===== config.mk =====
export PLATFORM = sky130hd
export DESIGN_NAME = usb_fifo_byte_serializer
export DESIGN_NICKNAME = d
export VERILOG_FILES = /design/src/rtl/usb_fifo_byte_serializer_pkg.sv /design/src/rtl/usb_fifo_byte_serializer_hold.sv /design/src/rtl/usb_fifo_byte_serializer.sv
export SDC_FILE = /design/constraint.sdc
export NUM_CORES = 1
export LEC_CHECK = 0
export BUFFER_PORTS_ARGS = -buffer_cell sky130_fd_sc_hd__buf_4
export CAP_MARGIN = 20
export CORE_AREA = 4 4 156 158
export CTS_BUF_LIST = sky130_fd_sc_hd__clkbuf_4
export DETAILED_ROUTE_END_ITERATION = 8
export DIE_AREA = 0 0 160 162
export HOLD_SLACK_MARGIN = 0.05
export PLACE_DENSITY = 0.56
export SYNTH_ARGS = -nofsm -noshare
export SYNTH_HDL_FRONTEND = slang
export SYNTH_HIERARCHICAL = 1
export SYNTH_SLANG_ARGS = --single-unit

===== constraint.sdc =====
create_clock -name clk -period 3.9 [get_ports clk]
set_input_delay 0.195 -clock clk [delete_from_list [all_inputs] [get_ports clk]]
set_output_delay 0.195 -clock clk [all_outputs]
set_load 0.05 [all_outputs]

===== src/rtl/usb_fifo_byte_serializer_pkg.sv =====
`default_nettype none
// ============================================================================
//  Module   : usb_fifo_byte_serializer_pkg
//  Purpose  : Shared constants, state encodings, word type and byte-select
//             helper for the 64-bit word to USB FIFO byte serializer.
//  Revision : 1.0  initial release
// ============================================================================
package usb_fifo_byte_serializer_pkg;

    localparam int BYTES_PER_WORD = 8;
    localparam int IDX_W          = $clog2(BYTES_PER_WORD);
    localparam logic [IDX_W-1:0] LAST_IDX = IDX_W'(BYTES_PER_WORD - 1);

    // Serializer FSM encodings (2-bit)
    localparam logic [1:0] ST_IDLE = 2'd0;
    localparam logic [1:0] ST_SEND = 2'd1;
    localparam logic [1:0] ST_SIWU = 2'd2;

    // Packet word together with its end-of-event flag
    typedef struct packed {
        logic [63:0] data;
        logic        last;
    } word_t;

    // Byte number idx of a word in transmit order; msb_first puts [63:56] first
    function automatic logic [7:0] sel_byte(input logic [63:0]      word,
                                            input logic [IDX_W-1:0] idx,
                                            input logic             msb_first);
        logic [IDX_W-1:0] lane;
        lane = msb_first ? (LAST_IDX - idx) : idx;
        return word[{lane, 3'b000} +: 8];
    endfunction

endpackage
`default_nettype wire


===== src/rtl/usb_fifo_byte_serializer_hold.sv =====
`default_nettype none
// ============================================================================
//  Module   : word_hold_reg
//  Purpose  : One-entry holding register with last flag. in_ready is a
//             registered copy of "empty". When empty, an arriving word is
//             passed straight through so an idle consumer can take it on the
//             same edge it is transferred.
//  Revision : 1.0  initial release
// ============================================================================
module word_hold_reg
    import usb_fifo_byte_serializer_pkg::*;
(
    input  logic  clk,
    input  logic  rst,          // asynchronous, active low
    input  word_t in_word,
    input  logic  in_valid,
    output logic  in_ready,
    input  logic  take,         // consumer takes out_word this edge
    output word_t out_word,
    output logic  out_valid,
    output logic  held          // a word is stored in the register
);

    logic  valid_q;
    logic  valid_d;
    logic  ready_q;
    word_t word_q;
    logic  xfer;

    assign xfer      = in_valid && ready_q;
    assign out_valid = valid_q || xfer;
    assign out_word  = valid_q ? word_q : in_word;
    assign in_ready  = ready_q;
    assign held      = valid_q;

    // A stored word can only leave; an empty register fills unless bypassed
    always_comb begin
        valid_d = valid_q ? !take : (xfer && !take);
    end

    // Storage, occupancy and the registered ready flag
    always_ff @(posedge clk or negedge rst) begin
        if (!rst) begin
            valid_q <= 1'b0;
            ready_q <= 1'b0;
            word_q  <= '0;
        end else begin
            valid_q <= valid_d;
            ready_q <= !valid_d;
            if (xfer) begin
                word_q <= in_word;
            end
        end
    end

endmodule
`default_nettype wire


===== src/rtl/usb_fifo_byte_serializer.sv =====
`default_nettype none
// ============================================================================
//  Module   : usb_fifo_byte_serializer
//  Purpose  : Writes 64-bit packet words byte by byte into an FT245-style
//             synchronous USB FIFO, with one word double-buffered behind the
//             shifter and an optional send-immediate pulse after each event.
//  Revision : 1.0  initial release
// ============================================================================
module usb_fifo_byte_serializer
    import usb_fifo_byte_serializer_pkg::*;
#(
    parameter bit SIWU_EN     = 1'b1,
    parameter int SIWU_CYCLES = 2,       // 1..15
    parameter bit MSB_FIRST   = 1'b1
) (
    input  logic        clk,
    input  logic        rst,             // asynchronous, active low
    input  logic [63:0] word_data,
    input  logic        word_last,
    input  logic        word_valid,
    output logic        word_ready,
    output logic        word_sent,
    input  logic        usb_txe_n,
    output logic [7:0]  usb_data,
    output logic        usb_wr_n,
    output logic        usb_siwu_n,
    output logic [15:0] event_count,
    output logic        busy
);

    localparam logic [3:0] SIWU_LOAD = 4'(SIWU_CYCLES - 1);

    logic [1:0]       state_q,       state_d;
    logic [IDX_W-1:0] idx_q,         idx_d;
    logic [63:0]      shift_q,       shift_d;
    logic             shift_last_q,  shift_last_d;
    logic [3:0]       siwu_cnt_q,    siwu_cnt_d;
    logic             sent_q,        sent_d;
    logic [15:0]      event_count_q, event_count_d;

    word_t hold_in;
    word_t hold_out;
    logic  hold_out_valid;
    logic  hold_held;
    logic  take;
    logic  load;
    logic  accept;

    assign hold_in = '{data: word_data, last: word_last};

    word_hold_reg u_hold (
        .clk       (clk),
        .rst       (rst),
        .in_word   (hold_in),
        .in_valid  (word_valid),
        .in_ready  (word_ready),
        .take      (take),
        .out_word  (hold_out),
        .out_valid (hold_out_valid),
        .held      (hold_held)
    );

    // The FIFO takes a byte only on an edge where our strobe and its space flag are both low
    assign accept = (state_q == ST_SEND) && !usb_txe_n;

    // Next-state: byte stepping, end-of-word routing, SIWU timing, event counting
    always_comb begin
        state_d       = state_q;
        idx_d         = idx_q;
        shift_d       = shift_q;
        shift_last_d  = shift_last_q;
        siwu_cnt_d    = siwu_cnt_q;
        sent_d        = 1'b0;
        event_count_d = event_count_q;
        load          = 1'b0;
        case (state_q)
            ST_IDLE: begin
                load = hold_out_valid;
            end
            ST_SEND: begin
                if (accept) begin
                    idx_d = idx_q + 1'b1;
                    if (idx_q == LAST_IDX) begin
                        sent_d = 1'b1;
                        if (shift_last_q) begin
                            event_count_d = event_count_q + 16'd1;
                        end
                        if (shift_last_q && SIWU_EN) begin
                            state_d    = ST_SIWU;
                            siwu_cnt_d = SIWU_LOAD;
                        end else if (hold_out_valid) begin
                            load = 1'b1;
                        end else begin
                            state_d = ST_IDLE;
                        end
                    end
                end
            end
            ST_SIWU: begin
                if (siwu_cnt_q == 4'd0) begin
                    if (hold_out_valid) begin
                        load = 1'b1;
                    end else begin
                        state_d = ST_IDLE;
                    end
                end else begin
                    siwu_cnt_d = siwu_cnt_q - 4'd1;
                end
            end
            default: begin
                state_d = ST_IDLE;
            end
        endcase
        // Shared reload path: IDLE start, back-to-back word and post-SIWU restart
        take = load;
        if (load) begin
            shift_d      = hold_out.data;
            shift_last_d = hold_out.last;
            idx_d        = '0;
            state_d      = ST_SEND;
        end
    end

    // State registers; reset abandons any partial and held word
    always_ff @(posedge clk or negedge rst) begin
        if (!rst) begin
            state_q       <= ST_IDLE;
            idx_q         <= '0;
            shift_q       <= '0;
            shift_last_q  <= 1'b0;
            siwu_cnt_q    <= '0;
            sent_q        <= 1'b0;
            event_count_q <= '0;
        end else begin
            state_q       <= state_d;
            idx_q         <= idx_d;
            shift_q       <= shift_d;
            shift_last_q  <= shift_last_d;
            siwu_cnt_q    <= siwu_cnt_d;
            sent_q        <= sent_d;
            event_count_q <= event_count_d;
        end
    end

    // Strobes decode straight from state so reset releases them immediately
    assign usb_wr_n    = (state_q != ST_SEND);
    assign usb_siwu_n  = (state_q != ST_SIWU);
    assign usb_data    = (state_q == ST_SEND) ? sel_byte(shift_q, idx_q, MSB_FIRST) : 8'h00;
    assign word_sent   = sent_q;
    assign event_count = event_count_q;
    assign busy        = (state_q != ST_IDLE) || hold_held;

endmodule
`default_nettype wire


# ---- Word level (Yosys, flattened, before mapping)
# Index checks and enable logic that the tools add are counted.
dict set report word_totals {
  ff_bits 158
  output_inout_bits 29
  elab_cells 74
}
dict set report classes {
  reduce_logical 18
  shifts 1
  eq_ne 13
  muxes 27
  n_addsub 4
}
# operator n
set ops {}
lappend ops {{$mux 65} 1}
lappend ops {{$shiftx 64x7->8} 1}
lappend ops {{$add 16x1->16 const B} 1}
lappend ops {{$mux 4} 4}
lappend ops {{$mux 2} 6}
lappend ops {{$mux 1} 9}
lappend ops {{$mux 3} 3}
lappend ops {{$mux 8} 1}
lappend ops {{$ne 2x2->1 const B} 4}
lappend ops {{$pmux 4 s2} 1}
lappend ops {{$reduce_and 4->1} 2}
lappend ops {{$reduce_bool 2->1} 4}
lappend ops {{$ne 2x1->1 const B} 3}
lappend ops {{$ne 3x2->1 const B} 2}
lappend ops {{$pmux 2 s3} 1}
lappend ops {{$reduce_and 5->1} 1}
lappend ops {{$logic_not 4->1} 1}
lappend ops {{$sub 4x1->4 const B} 1}
lappend ops {{$add 3x1->3 const B} 1}
lappend ops {{$eq 3x3->1 const B} 1}
lappend ops {{$logic_and 1x1->1} 3}
lappend ops {{$logic_not 1->1} 3}
lappend ops {{$ne 3x1->1 const B} 1}
lappend ops {{$pmux 1 s3} 1}
lappend ops {{other kinds (6)} 7}

# ---- Logic depth before layout (Yosys ltp)
# Gate-level depths: netlist of run 1.
dict set report logic_depth {
  ltp_word 11
  mapped_depth 8
}

# ---- Cells and area by module
# Netlist of run 1, hierarchy kept.
# mod cells_each seq_area_each_um2 area_per_inst_um2 instances
set modules_own_cells {}
lappend modules_own_cells {usb_fifo_byte_serializer 304 2277.2 4493.1 1}
lappend modules_own_cells {word_hold_reg 216 1676.6 3470.8 1}

# ---- Worst setup path after synthesis of run 1
# No wires, ideal clock.
dict set report synth_timing {
  path_kind {register -> output}
  startpoint {reg idx_q[1]}
  endpoint {out usb_data[6]}
  slack_ps 1795
  required_ps 3705
  stages_incl_launch_ff 6
  arrival_time_ps 1910
  n_path_buf 2
  path_cell_list {dfrtp_1 > clkbuf_1 > clkbuf_1 > mux4_2 > mux2i_1 > nor2_1}
}
dict set report synth_between {
  elab_chain_len 3
}
# item line
set synth_rtl {}
lappend synth_rtl {{start, declared} usb_fifo_byte_serializer.sv:34} ;# logic [IDX_W-1:0] idx_q, idx_d;
lappend synth_rtl {{start signal, assigned} usb_fifo_byte_serializer.sv:136} ;# idx_q <= idx_d;
lappend synth_rtl {{$sub 3x3->3} usb_fifo_byte_serializer_pkg.sv:30} ;# lane = msb_first ? (LAST_IDX - idx) : idx;
lappend synth_rtl {{$shiftx 64x7->8} usb_fifo_byte_serializer_pkg.sv:31} ;# return word[{lane, 3'b000} +: 8];
lappend synth_rtl {{$mux 8} usb_fifo_byte_serializer.sv:148} ;# assign usb_data = (state_q == ST_SEND) ? sel_byte(shift_q, idx_q, MSB_FIRST) : 8'h00;
lappend synth_rtl {{end, declared} usb_fifo_byte_serializer.sv:24} ;# output logic [7:0] usb_data,
# No other way between the ends.

# ---- Worst setup path in the final report of run 1
dict set report layout_timing {
  startpoint {reg idx_q[0]}
  endpoint {out usb_data[6]}
}
# The elaborated chain is that of the path after synthesis.

==> summary.txt, run 1 <==
Synthesis
  – Yosys cell types: 45
  – Yosys top cell area share: 49.65%
  – Ys async rst share: 100.0%
  – Synth area leaders: dfrtp_1 50%, mux2_4 19%, mux2_2 13%, mux4_2 4.5%, buf_6 1.8%
  – Seq/Total Area, Yosys: 49.65%
  – Syn. warnings: 6
  – EDFF count, synth: 0
  – Gate Count Post-Synth: 520
  – Main synth FF type: dfrtp_1
  – Syn Nets: 597
  – Netlist area before placement: 7964 um2
  – Syn_area_per_cell: 15.32 um2
  – Yosys reg bits: 158
  – Top cells by count, synth: 158 x dfrtp_1, 100 x mux2_4, 92 x mux2_2, 18 x nor2_1, 16 x mux4_2
  – Most frequent cell after synthesis: dfrtp_1
  – Synth area leader: dfrtp_1

Drt
  – Iter 0 DRT Violations: 239
  – Remaining DRCs: 0
  – DR pass1 iterations: 4
  – Detail Route Antenna Nets: 0
  – Via count: 4666
  – DR WL/cell: 17.84 um
  – Drt via density: 4.732
  – Final WL: 17590 um

STA
  – Setup_tns: 0 ns
  – Slew margin rel.: 35.60%
  – RSZ-0062 raised after global routing: false
  – Final Setup Violations: 0
  – Hold Fails Final Rpt: 0
  – Pins Over Slew Limit: 0
  – Tightest Pin Transition: 0.9660 ns
  – Minimum clock period: 2.589 ns
  – Period utilisation layout: 66.38%
  – Worst clock skew: 0.01529 ns
  – Max frequency: 386.3 MHz
  – Worst setup margin: 1.311 ns

Power
  – Switching Fraction: 34.27%
  – Power per Cell Area: 801.8 nW/um2
  – Int Power: 5.214 mW
  – Total power: 7.932 mW
  – Net Switching: 2.718 mW
  – Clock power frac: 14.3%
  – Flop pwr share: 35.9%
  – P_leak: 4.479 nW
  – Peak supply drop: 0.3012 mV
  – Combinational power share: 49.8%

GRT
  – Remaining global-route overflow: 0
  – Largest net degree at the start of global routing: 105
  – Initial antenna violation count: 1
  – Total GRT Usage: 13.83%
  – Global-route wire length before repair: 28200 um
  – Vias in the first global route: 5024

Final layout
  – Seq. cell area: 3955 um2
  – Core Util, Final: 42.78%
  – Layout cells sized above 1: 50.72%
  – Fillers: 2107
  – Final nets: 760
  – Multi-input logic area: 3744 um2
  – Area delta synth->final: 24.21%

Worst setup path
  – Reg2Reg Setup Slack: 1.34 ns
  – R2R cell count: 7
  – RR Endpoint: shift_q[5]
  – CP Launch Type: flop
  – CP required: 3.70 ns
  – CP arrival: 2.39 ns
  – Max FO, Critical Path: 17
  – Crit. End Element: primary output
  – Critical R2R Launch: state_q[0]
  – CP Class: flop to primary output

Clock network
  – H-tree depth: 4
  – Clk sinks: 158
  – CTS buffer count: 17
  – Maximum clock path buffer count: 2
  – CTS tree: done
  – Clk_lat worst skew: 0.54 ns
  – Root Driver: clkbuf_4
  – Worst-path clk slew: 0.12 ns
  – Post-CTS Setup Bufs: 0

Floorplanning
  – DIE AREA: 25920 um2
  – Rows: 56
  – Initial core utilization: 34.44%
  – Die H: 162 um
  – Core ar.: 23120 um2
  – IO Count: 98
  – Die W: 160 um

Run status
  – Status: complete, no violations

Place
  – Post-Place Setup Slack: 1.386 ns
  – GPL Wtd Cong: 0.7446
  – Post-DP HPWL: 12060 um
  – I/O Buffers: 97

Worst hold path
  – Worst Hold Class: input pin to flop
  – Hold wc startpoint: usb_txe_n
  – Worst Hold Path EP: idx_q[1]
  – Hold Path Depth: 4

Job
  – Max_cap viols: 0
final cells by class:
type / count / area share (%)
Sequential cell: 158 / 39.98
Multi-Input combinational cell: 324 / 37.84
Timing Repair Buffer: 172 / 14.79
Tap cell: 290 / 3.668
Clock inverter: 13 / 1.998
Clock buffer: 17 / 1.290
Inverter: 10 / 0.3795
Antenna cell: 2 / 0.05059
cells in the final DEF, fill, tap and decap left out, drive strengths merged, types with 2 or more instances in the layout:
| cell type | netlist | final |
|---|---|---|
| or2 | 2 | 2 |
| a21oi | 5 | 5 |
| xnor2 | 13 | 13 |
| o21ai | 4 | 4 |
| mux2i | 9 | 9 |
| bufinv | 0 | 5 |
| buf | 26 | 105 |
| inv | 10 | 10 |
| nand2 | 15 | 15 |
| nand2b | 3 | 3 |
| mux4 | 16 | 16 |
| ha | 8 | 8 |
| dfrtp | 158 | 158 |
| dlygate4sd3 | 0 | 67 |
| nand4 | 4 | 4 |
| and3 | 2 | 2 |
| clkinv | 0 | 7 |
| o31ai | 2 | 2 |
| nor2 | 18 | 18 |
| clkbuf | 2 | 17 |
| nand3 | 4 | 4 |
| mux2 | 197 | 197 |
| nor3 | 2 | 2 |
| xor2 | 3 | 3 |
| diode | 0 | 2 |
worst max path at each step:
stage,start,endpoint,slack [ns],cells after the start
after floorplan,idx_q[1],usb_data[6],1.80,5
after global placement,state_q[0],shift_q[8],1.50,7
after detailed placement,state_q[0],shift_q[5],1.39,7
after CTS,idx_q[0],usb_data[6],1.21,5
after global routing,idx_q[0],usb_data[6],1.16,5
final,idx_q[0],usb_data[6],1.31,5
stage by stage:
step | hold WS (ns) | std cells | area (um2)
final | 0.1209 | 986 | 9892
after global routing | 0.07524 | 986 | 9892
after CTS | 0.06212 | 984 | 9887
after detailed placement | 0.3922 | 887 | 8891
after global placement | 0.3872 | 887 | 8891
after floorplan | -0.1006 | 520 | 7964
logic make-up (layout without fill, tap and decap cells):
kind of cell    after synthesis  in the layout  synth area share (%)
compound gates               18             18                 1.571
xor+xnor                     16             16                 1.760
fa+ha+maj                     8              8                 1.257
buf+inv                      38            212                 3.441
flops                       158            158                 49.65
mux                         222            222                 38.22
other cells                   0              2                     0
simple gates                 60             60                 4.101
critical path, cell delays in order (launching register included):
cell and delay [ns]:
dfrtp_1 0.37, buf_4 0.34, mux4_2 0.61, mux2i_1 0.26
nor2_1 0.08, buf_4 0.20
repair_timing:
action | in CTS | in global routing
setup endpoints to repair | 0 | 0
hold endpoints to repair | 233 | 0
hold buffers | 67 | 0
gates resized for setup | 0 | 0
metal layers:
| layer | vias to the layer above | share of wire (%) | global-route usage, % |
|---|---|---|---|
| li1 | 2211 | - | - |
| met1 | 2339 | 48 | 19.66 |
| met2 | 105 | 46 | 21.50 |
| met5 | - | 0 | 0 |
| met4 | 0 | 1.3 | 3.520 |
| met3 | 11 | 4.5 | 3.223 |
registers in the layout, summed over array words and instances (netlist names):
signal	cells
word_sent	1
shift_q	64
state_q	2
u_hold/held	1
u_hold/in_ready	1
siwu_cnt_q	4
shift_last_q	1
idx_q	3
event_count	16
u_hold/word_q	65
power groups by stage:
stage | Sequential (mW) | Clock, mW | Combinational (mW)
2_1_floorplan | 2.70 | 0 | 3.29
4_1_cts | 2.84 | 1.18 | 4.01
5_1_grt | 2.93 | 1.25 | 4.21
3_5_place_dp | 2.86 | 0 | 3.94
3_3_place_gp | 2.84 | 0 | 3.87
6_report | 2.85 | 1.13 | 3.95
Power figures use the tool's default switching activity.
==> run 2: changes to the inputs <==
- ABC_AREA: not set -> 1
- CORE_AREA: 4 4 156 158 -> 4 4 157 159
- DIE_AREA: 0 0 160 162 -> 0 0 161 163
- PLACE_DENSITY: 0.56 -> 0.58
- clock period: 3.9 -> 2.3 ns (I/O delays scaled with it)
==> summary.txt, run 2 <==
Run status
  – Status: complete, no violations (unchanged)

Worst setup path
  – CP required: 2.18 ns (was 3.70 ns)
  – Max FO, Critical Path: 17 (unchanged)
  – CP arrival: 2.07 ns (was 2.39 ns)
  – Reg2Reg Setup Slack: 0.37 ns (was 1.34 ns)
  – CP Launch Type: flop (unchanged)
  – Critical R2R Launch: idx_q[0] (was state_q[0])
  – RR Endpoint: shift_last_q (was shift_q[5])
  – CP Class: flop to primary output (unchanged)
  – Crit. End Element: primary output (unchanged)
  – R2R cell count: 12 (was 7)

Synthesis
  – Most frequent cell after synthesis: nand2_1 (was dfrtp_1)
  – Yosys reg bits: 158 (unchanged)
  – EDFF count, synth: 0 (unchanged)
  – Synth area leaders: dfrtp_1 49%, nand2_1 28%, nand3_1 4.7%, nor2_1 3.8%, o21ai_0 2.5% (was dfrtp_1 50%, mux2_4 19%, mux2_2 13%, mux4_2 4.5%, buf_6 1.8%)
  – Synth area leader: dfrtp_1 (unchanged)
  – Syn Nets: 1190 (was 597)
  – Syn. warnings: 6 (unchanged)
  – Syn_area_per_cell: 7.233 um2 (was 15.32 um2)
  – Netlist area before placement: 8050 um2 (was 7964 um2)
  – Ys async rst share: 100.0% (unchanged)
  – Yosys top cell area share: 49.11% (was 49.65%)
  – Gate Count Post-Synth: 1113 (was 520)
  – Main synth FF type: dfrtp_1 (unchanged)
  – Yosys cell types: 25 (was 45)
  – Seq/Total Area, Yosys: 49.11% (was 49.65%)
  – Top cells by count, synth: 604 x nand2_1, 158 x dfrtp_1, 82 x nor2_1, 76 x nand3_1, 40 x o21ai_0 (was 158 x dfrtp_1, 100 x mux2_4, 92 x mux2_2, 18 x nor2_1, 16 x mux4_2)

STA
  – Final Setup Violations: 0 (unchanged)
  – Setup_tns: 0 ns (unchanged)
  – Tightest Pin Transition: 0.7796 ns (was 0.9660 ns)
  – Hold Fails Final Rpt: 0 (unchanged)
  – Slew margin rel.: 48.03% (was 35.60%)
  – Period utilisation layout: 94.98%
  – Pins Over Slew Limit: 0 (unchanged)
  – Minimum clock period: 2.184 ns
  – Max frequency: 457.8 MHz
  – Worst clock skew: 0.02160 ns (was 0.01529 ns)
  – Worst hold slack: 0.1414 ns (was 0.1209 ns)
  – RSZ-0062 raised after global routing: false (unchanged)

Clock network
  – Maximum clock path buffer count: 2 (unchanged)
  – CTS tree: done (unchanged)
  – Clk_lat worst skew: 0.57 ns (was 0.54 ns)
  – Clk sinks: 158 (unchanged)
  – Worst-path clk slew: 0.14 ns (was 0.12 ns)
  – Root Driver: clkbuf_4 (unchanged)
  – CTS buffer count: 17 (unchanged)
  – H-tree depth: 4 (unchanged)

Worst hold path
  – Worst Hold Class: input pin to async pin (was input pin to flop)

Final layout
  – Max reg flops: 65 (unchanged)
  – Non-filler instance count after layout: 1591 (was 986)
  – Seq. cell area: 3956 um2 (was 3955 um2)
  – Final nets: 1335 (was 760)
  – Fillers: 2446 (was 2107)
  – Fin area: 10120 um2 (was 9892 um2)
  – Area delta synth->final: 25.72% (was 24.21%)
  – Most frequent cells in the layout: 603 x nand2_1, 156 x dfrtp_1, 104 x buf_4 (was 157 x dfrtp_1, 104 x buf_4, 100 x mux2_4)
  – Layout cells sized above 1: 13.69% (was 50.72%)
  – Commonest non-fill, non-tap cell in the layout: nand2_1 (was dfrtp_1)
  – Multi-input logic area: 3615 um2 (was 3744 um2)
  – Most flops, register: u_hold/word_q (unchanged)

Drt
  – Via count: 7321 (was 4666)
  – Iter 0 DRT Violations: 572 (was 239)
  – DR WL/cell: 13.88 um (was 17.84 um)
  – DR pass1 iterations: 5 (was 4)
  – Final WL: 22090 um (was 17590 um)
  – Remaining DRCs: 0 (unchanged)
  – Detail Route Antenna Nets: 0 (unchanged)
  – Drt via density: 4.602 (was 4.732)

GRT
  – Total GRT Usage: 17.36% (was 13.83%)
  – Global-route wire length before repair: 37100 um (was 28200 um)
  – Initial antenna violation count: 1 (unchanged)
  – Vias in the first global route: 7220 (was 5024)
  – Largest net degree at the start of global routing: 67 (was 105)
  – Remaining global-route overflow: 0 (unchanged)

Power
  – Switching Fraction: 44.99% (was 34.27%)
  – Flop pwr share: 38.2% (was 35.9%)
  – Clock power frac: 15.3% (was 14.3%)
  – Int Power: 6.618 mW (was 5.214 mW)
  – Combinational power share: 46.6% (was 49.8%)
  – Net Switching: 5.412 mW (was 2.718 mW)
  – Power per Cell Area: 1189 nW/um2 (was 801.8 nW/um2)
  – P_leak: 5.375 nW (was 4.479 nW)
  – Peak supply drop: 0.6245 mV (was 0.3012 mV)
  – Total power: 12.03 mW (was 7.932 mW)

Job
  – Max_cap viols: 0 (unchanged)

Floorplanning
  – DIE AREA: 26240 um2 (was 25920 um2)
  – Rows: 56 (unchanged)
  – Initial core utilization: 34.61% (was 34.44%)
  – Core ar.: 23260 um2 (was 23120 um2)
  – Die H: 163 um (was 162 um)
  – IO Count: 98 (unchanged)
  – Die W: 161 um (was 160 um)

Place
  – Post-DP Area: 9004 um2 (was 8891 um2)
  – Post-DP HPWL: 13870 um (was 12060 um)
  – Placed Cells: 1484 (was 887)
  – I/O Buffers: 97 (unchanged)
  – GPL Wtd Cong: 0.8312 (was 0.7446)
run 2: area by class of cell:
| cell class | instances | share of cell area (%) |
|---|---|---|
| sequential | 158 | 39.09 |
| multi-input combinational | 859 | 35.72 |
| timing repair buffer | 189 | 16.92 |
| tap | 319 | 3.944 |
| clock buffer | 22 | 1.632 |
| clock inverter | 10 | 1.385 |
| inverter | 33 | 1.286 |
| antenna | 1 | 0.02472 |
run 2: logic make-up after synthesis:
logic type / share of synthesized area [%]
buffers and inverters: 6.264
adders and majority gates: 1.243
DFF: 49.11
AOI/OAI and AO/OA: 4.398
xor gates and xnor gates: 1.088
and+or+nand+nor: 37.89
run 2: stage by stage:
| step | utilization, % | setup slack [ns] |
|---|---|---|
| floorplan | - | 0.4793 |
| global placement | 38.70 | 0.5365 |
| detailed placement | 38.70 | 0.5058 |
| CTS | 43.46 | 0.009937 |
| global route | 43.51 | 0.008457 |
| finish | 43.51 | 0.1155 |
run 2: worst max-delay path by stage:
| stage | endpoint | slack (ns) | start | cells after the start |
|---|---|---|---|---|
| after global placement | usb_data[0] | 0.54 | idx_q[0] | 8 |
| after detailed placement | shift_last_q | 0.51 | state_q[1] | 10 |
| final | usb_data[7] | 0.12 | idx_q[0] | 8 |
| after floorplan | shift_q[26] | 0.48 | u_hold/in_ready | 10 |
| after global routing | usb_data[3] | 0.008 | idx_q[0] | 8 |
| after CTS | usb_data[1] | 0.01 | idx_q[0] | 8 |
run 2: power by group through the flow:
stage / logic, mW / clock network [mW] / registers [mW]
after detailed placement: 5.36 / 0 / 4.62
after global placement: 5.27 / 0 / 4.61
after global routing: 6.40 / 2.01 / 4.73
after floorplan: 4.05 / 0 / 4.50
after CTS: 5.66 / 1.90 / 4.58
final: 5.60 / 1.84 / 4.59
run 2: critical path, cell delays in order, from the launching register on:
cell      delay [ns]
dfrtp_1         0.41
buf_6           0.14
inv_4           0.09
buf_12          0.15
nor2_1          0.05
o211ai_1        0.21
nand2_1         0.10
nor2_2          0.18
buf_6           0.18
run 2: timing repair:
item / CTS / global route
gates resized for setup: 17 / 6
buffers inserted: 5 / 0
pin swaps: 5 / 9
setup endpoints to repair: 8 / 8
cloned: 1 / 0
endpoints found under the hold margin: 274 / 0
hold buffers: 68 / 0
run 2: layer usage:
layer / vias up / wire length, um / GRT usage (%)
li1: 3755 / - / -
met1: 3411 / 10890 / 24.35
met4: 0 / 178 / 4.033
met5: - / 0 / 0
met3: 11 / 812 / 2.987
met2: 144 / 10210 / 28.30
==> run 3: changes to the inputs <==
- RECOVER_POWER: not set -> 25
==> summary.txt, run 3 (synthesis gave the netlist of run 2 again) <==
Power
  – Total power: 12.02 mW (was 12.03 mW)
  – Flop pwr share: 38.2% (about the same)
  – Clock power frac: 15.3% (about the same)
  – P_leak: 5.373 nW (was 5.375 nW)
  – Net Switching: 5.400 mW (was 5.412 mW)
  – Peak supply drop: 0.6203 mV (was 0.6245 mV)
  – Power per Cell Area: 1188 nW/um2 (was 1189 nW/um2)
  – Combinational power share: 46.5% (was 46.6%)
  – Int Power: 6.617 mW (was 6.618 mW)
  – Switching Fraction: 44.93% (was 44.99%)

GRT
  – Initial antenna violation count: 1 (unchanged)
  – Total GRT Usage: 17.36% (unchanged)
  – Largest net degree at the start of global routing: 67 (unchanged)
  – Remaining global-route overflow: 0 (unchanged)
  – Global-route wire length before repair: 37100 um (unchanged)
  – Vias in the first global route: 7220 (unchanged)

Worst setup path
  – Crit path largest cell delay: 0.41 ns (about the same)
  – CP arrival: 2.07 ns (about the same)
  – CP Launch Type: flop (unchanged)
  – CP most frequent cell: buf_6 (unchanged)
  – Max FO, Critical Path: 17 (unchanged)
  – CP Class: flop to primary output (unchanged)
  – WP buf/inv: 4 (unchanged)
  – Crit-path cells: buf_6, inv_4, buf_12, nor2_1, o211ai_1, nand2_1, nor2_2, buf_6 (unchanged)
  – Crit-path leading delay family: buffers and inverters (unchanged)
  – Crit. End Element: primary output (unchanged)
  – Worst path slowest cell: dfrtp_1 (unchanged)
  – CP required: 2.18 ns (about the same)

Floorplanning
  – Die W: 161 um (unchanged)
  – Rows: 56 (unchanged)
  – Initial core utilization: 34.61% (unchanged)
  – Die H: 163 um (unchanged)
  – IO Count: 98 (unchanged)
  – Core ar.: 23260 um2 (unchanged)
  – DIE AREA: 26240 um2 (unchanged)

STA
  – Worst clock skew: 0.01976 ns (was 0.02160 ns)
  – RSZ-0062 raised after global routing: false (unchanged)
  – Setup_tns: 0 ns (unchanged)
  – Final Setup Violations: 0 (unchanged)
  – Tightest Pin Transition: 1.814 ns (was 0.7796 ns)
  – Pins Over Slew Limit: 65 (was 0)
  – Slew margin rel.: -20.91% (was 48.03%)
  – Max frequency: 458.1 MHz (was 457.8 MHz)
  – Minimum clock period: 2.183 ns (was 2.184 ns)
  – Period utilisation layout: 94.91% (was 94.98%)
  – Worst setup margin: 0.1170 ns (was 0.1155 ns)
  – Worst hold slack: 0.3095 ns (was 0.1414 ns)
  – Hold Fails Final Rpt: 0 (unchanged)

Drt
  – DR WL/cell: 13.86 um (was 13.88 um)
  – Final WL: 22050 um (was 22090 um)
  – Remaining DRCs: 0 (unchanged)
  – DR pass1 iterations: 5 (unchanged)
  – Detail Route Antenna Nets: 0 (unchanged)
  – Iter 0 DRT Violations: 572 (unchanged)
  – Via count: 7324 (was 7321)
  – Drt via density: 4.603 (was 4.602)

Clock network
  – Maximum clock path buffer count: 2 (unchanged)
  – Clk_lat worst skew: 0.56 ns (was 0.57 ns)
  – Root Driver: clkbuf_4 (unchanged)
  – Clk sinks: 158 (unchanged)
  – Worst-path clk slew: 0.14 ns (about the same)
  – H-tree depth: 4 (unchanged)
  – CTS tree: done (unchanged)
  – CTS buffer count: 17 (unchanged)

Final layout
  – Core Util, Final: 43.48% (was 43.51%)
  – Final nets: 1335 (unchanged)
  – Area delta synth->final: 25.64% (was 25.72%)
  – Commonest non-fill, non-tap cell in the layout: nand2_1 (unchanged)
  – Most flops, register: u_hold/word_q (unchanged)
  – Non-filler instance count after layout: 1591 (unchanged)
  – Layout cells sized above 1: 13.69% (unchanged)
  – Max reg flops: 65 (unchanged)
  – Fin area: 10110 um2 (was 10120 um2)
  – Most frequent cells in the layout: 603 x nand2_1, 156 x dfrtp_1, 104 x buf_4 (unchanged)

Place
  – Post-DP HPWL: 13870 um (unchanged)
  – GPL Wtd Cong: 0.8312 (unchanged)
  – Post-Place Setup Slack: 0.5058 ns (unchanged)
  – Placed Cells: 1484 (unchanged)
  – Post-DP Area: 9004 um2 (unchanged)
  – I/O Buffers: 97 (unchanged)

Run status
  – Failing checks: capacitance limit, slew limit
  – Status: complete, but fails checks (was complete, no violations)

Job
  – Max_cap viols: 1 (was 0)

Worst hold path
  – Worst Hold Class: input pin to flop (was input pin to async pin)
## run 3: changes by cell type in the layout (fill, tap and decap cells not counted)
cell / before / now
buf_6: 11 / 10
clkbuf_2: 0 / 1
## run 3: power groups by stage
| stage | Sequential, mW | Combinational, mW | Clock [mW] |
|---|---|---|---|
| 2_1_floorplan | 4.50 | 4.05 | 0 |
| 3_3_place_gp | 4.61 | 5.27 | 0 |
| 3_5_place_dp | 4.62 | 5.36 | 0 |
| 4_1_cts | 4.58 | 5.66 | 1.90 |
| 5_1_grt | 4.73 | 6.40 | 2.01 |
| 6_report | 4.59 | 5.59 | 1.83 |
## run 3: timing repair
action,CTS,global route
hold buffers,68,0
endpoints found under the setup margin,8,8
pin swaps,5,9
cloned,1,0
setup buffers,5,0
hold endpoints to repair,274,0
resized for setup,17,6
## run 3: worst paths after layout
kind,from,endpoint,slack [ns],cells after the start
worst max-delay path,idx_q[0],usb_data[7],0.12,8
worst min-delay path,word_data[53],u_hold/word_q[54],0.31,4
worst max register to register,idx_q[0],shift_last_q,0.37,12
worst min register to register,u_hold/word_q[2],u_hold/word_q[2],0.48,2
max in group asynchronous,rst,u_hold/word_q[60],0.51,3
min in group asynchronous,rst,u_hold/word_q[40],0.59,2
## run 3: cell type report
cell class,count,area [um2]
timing repair buffer,189,1707
clock inverter,10,140.1
multi-input combinational,859,3615
inverter,33,130.1
antenna,1,2.502
tap,319,399.1
sequential,158,3956
clock buffer,22,165.2
fill,2447,13150
## run 3: metal layers
metal,wire [um],track usage (%),up-vias
li1,-,-,3754
met1,10770,24.35,3408
met2,10220,28.30,151
met3,888,2.987,11
met4,178,4.033,0
met5,0,0,-
## run 3: worst reg2reg max path: cells and delay by family (launching register included)
| family | cells | cell delay (ns) |
|---|---|---|
| buffers and inverters | 4 | 0.54 |
| AND/OR/NAND/NOR | 5 | 0.42 |
| flip-flops | 1 | 0.41 |
| adder cells (fa/ha/maj) | 2 | 0.40 |
| AO/OA/AOI/OAI | 1 | 0.07 |
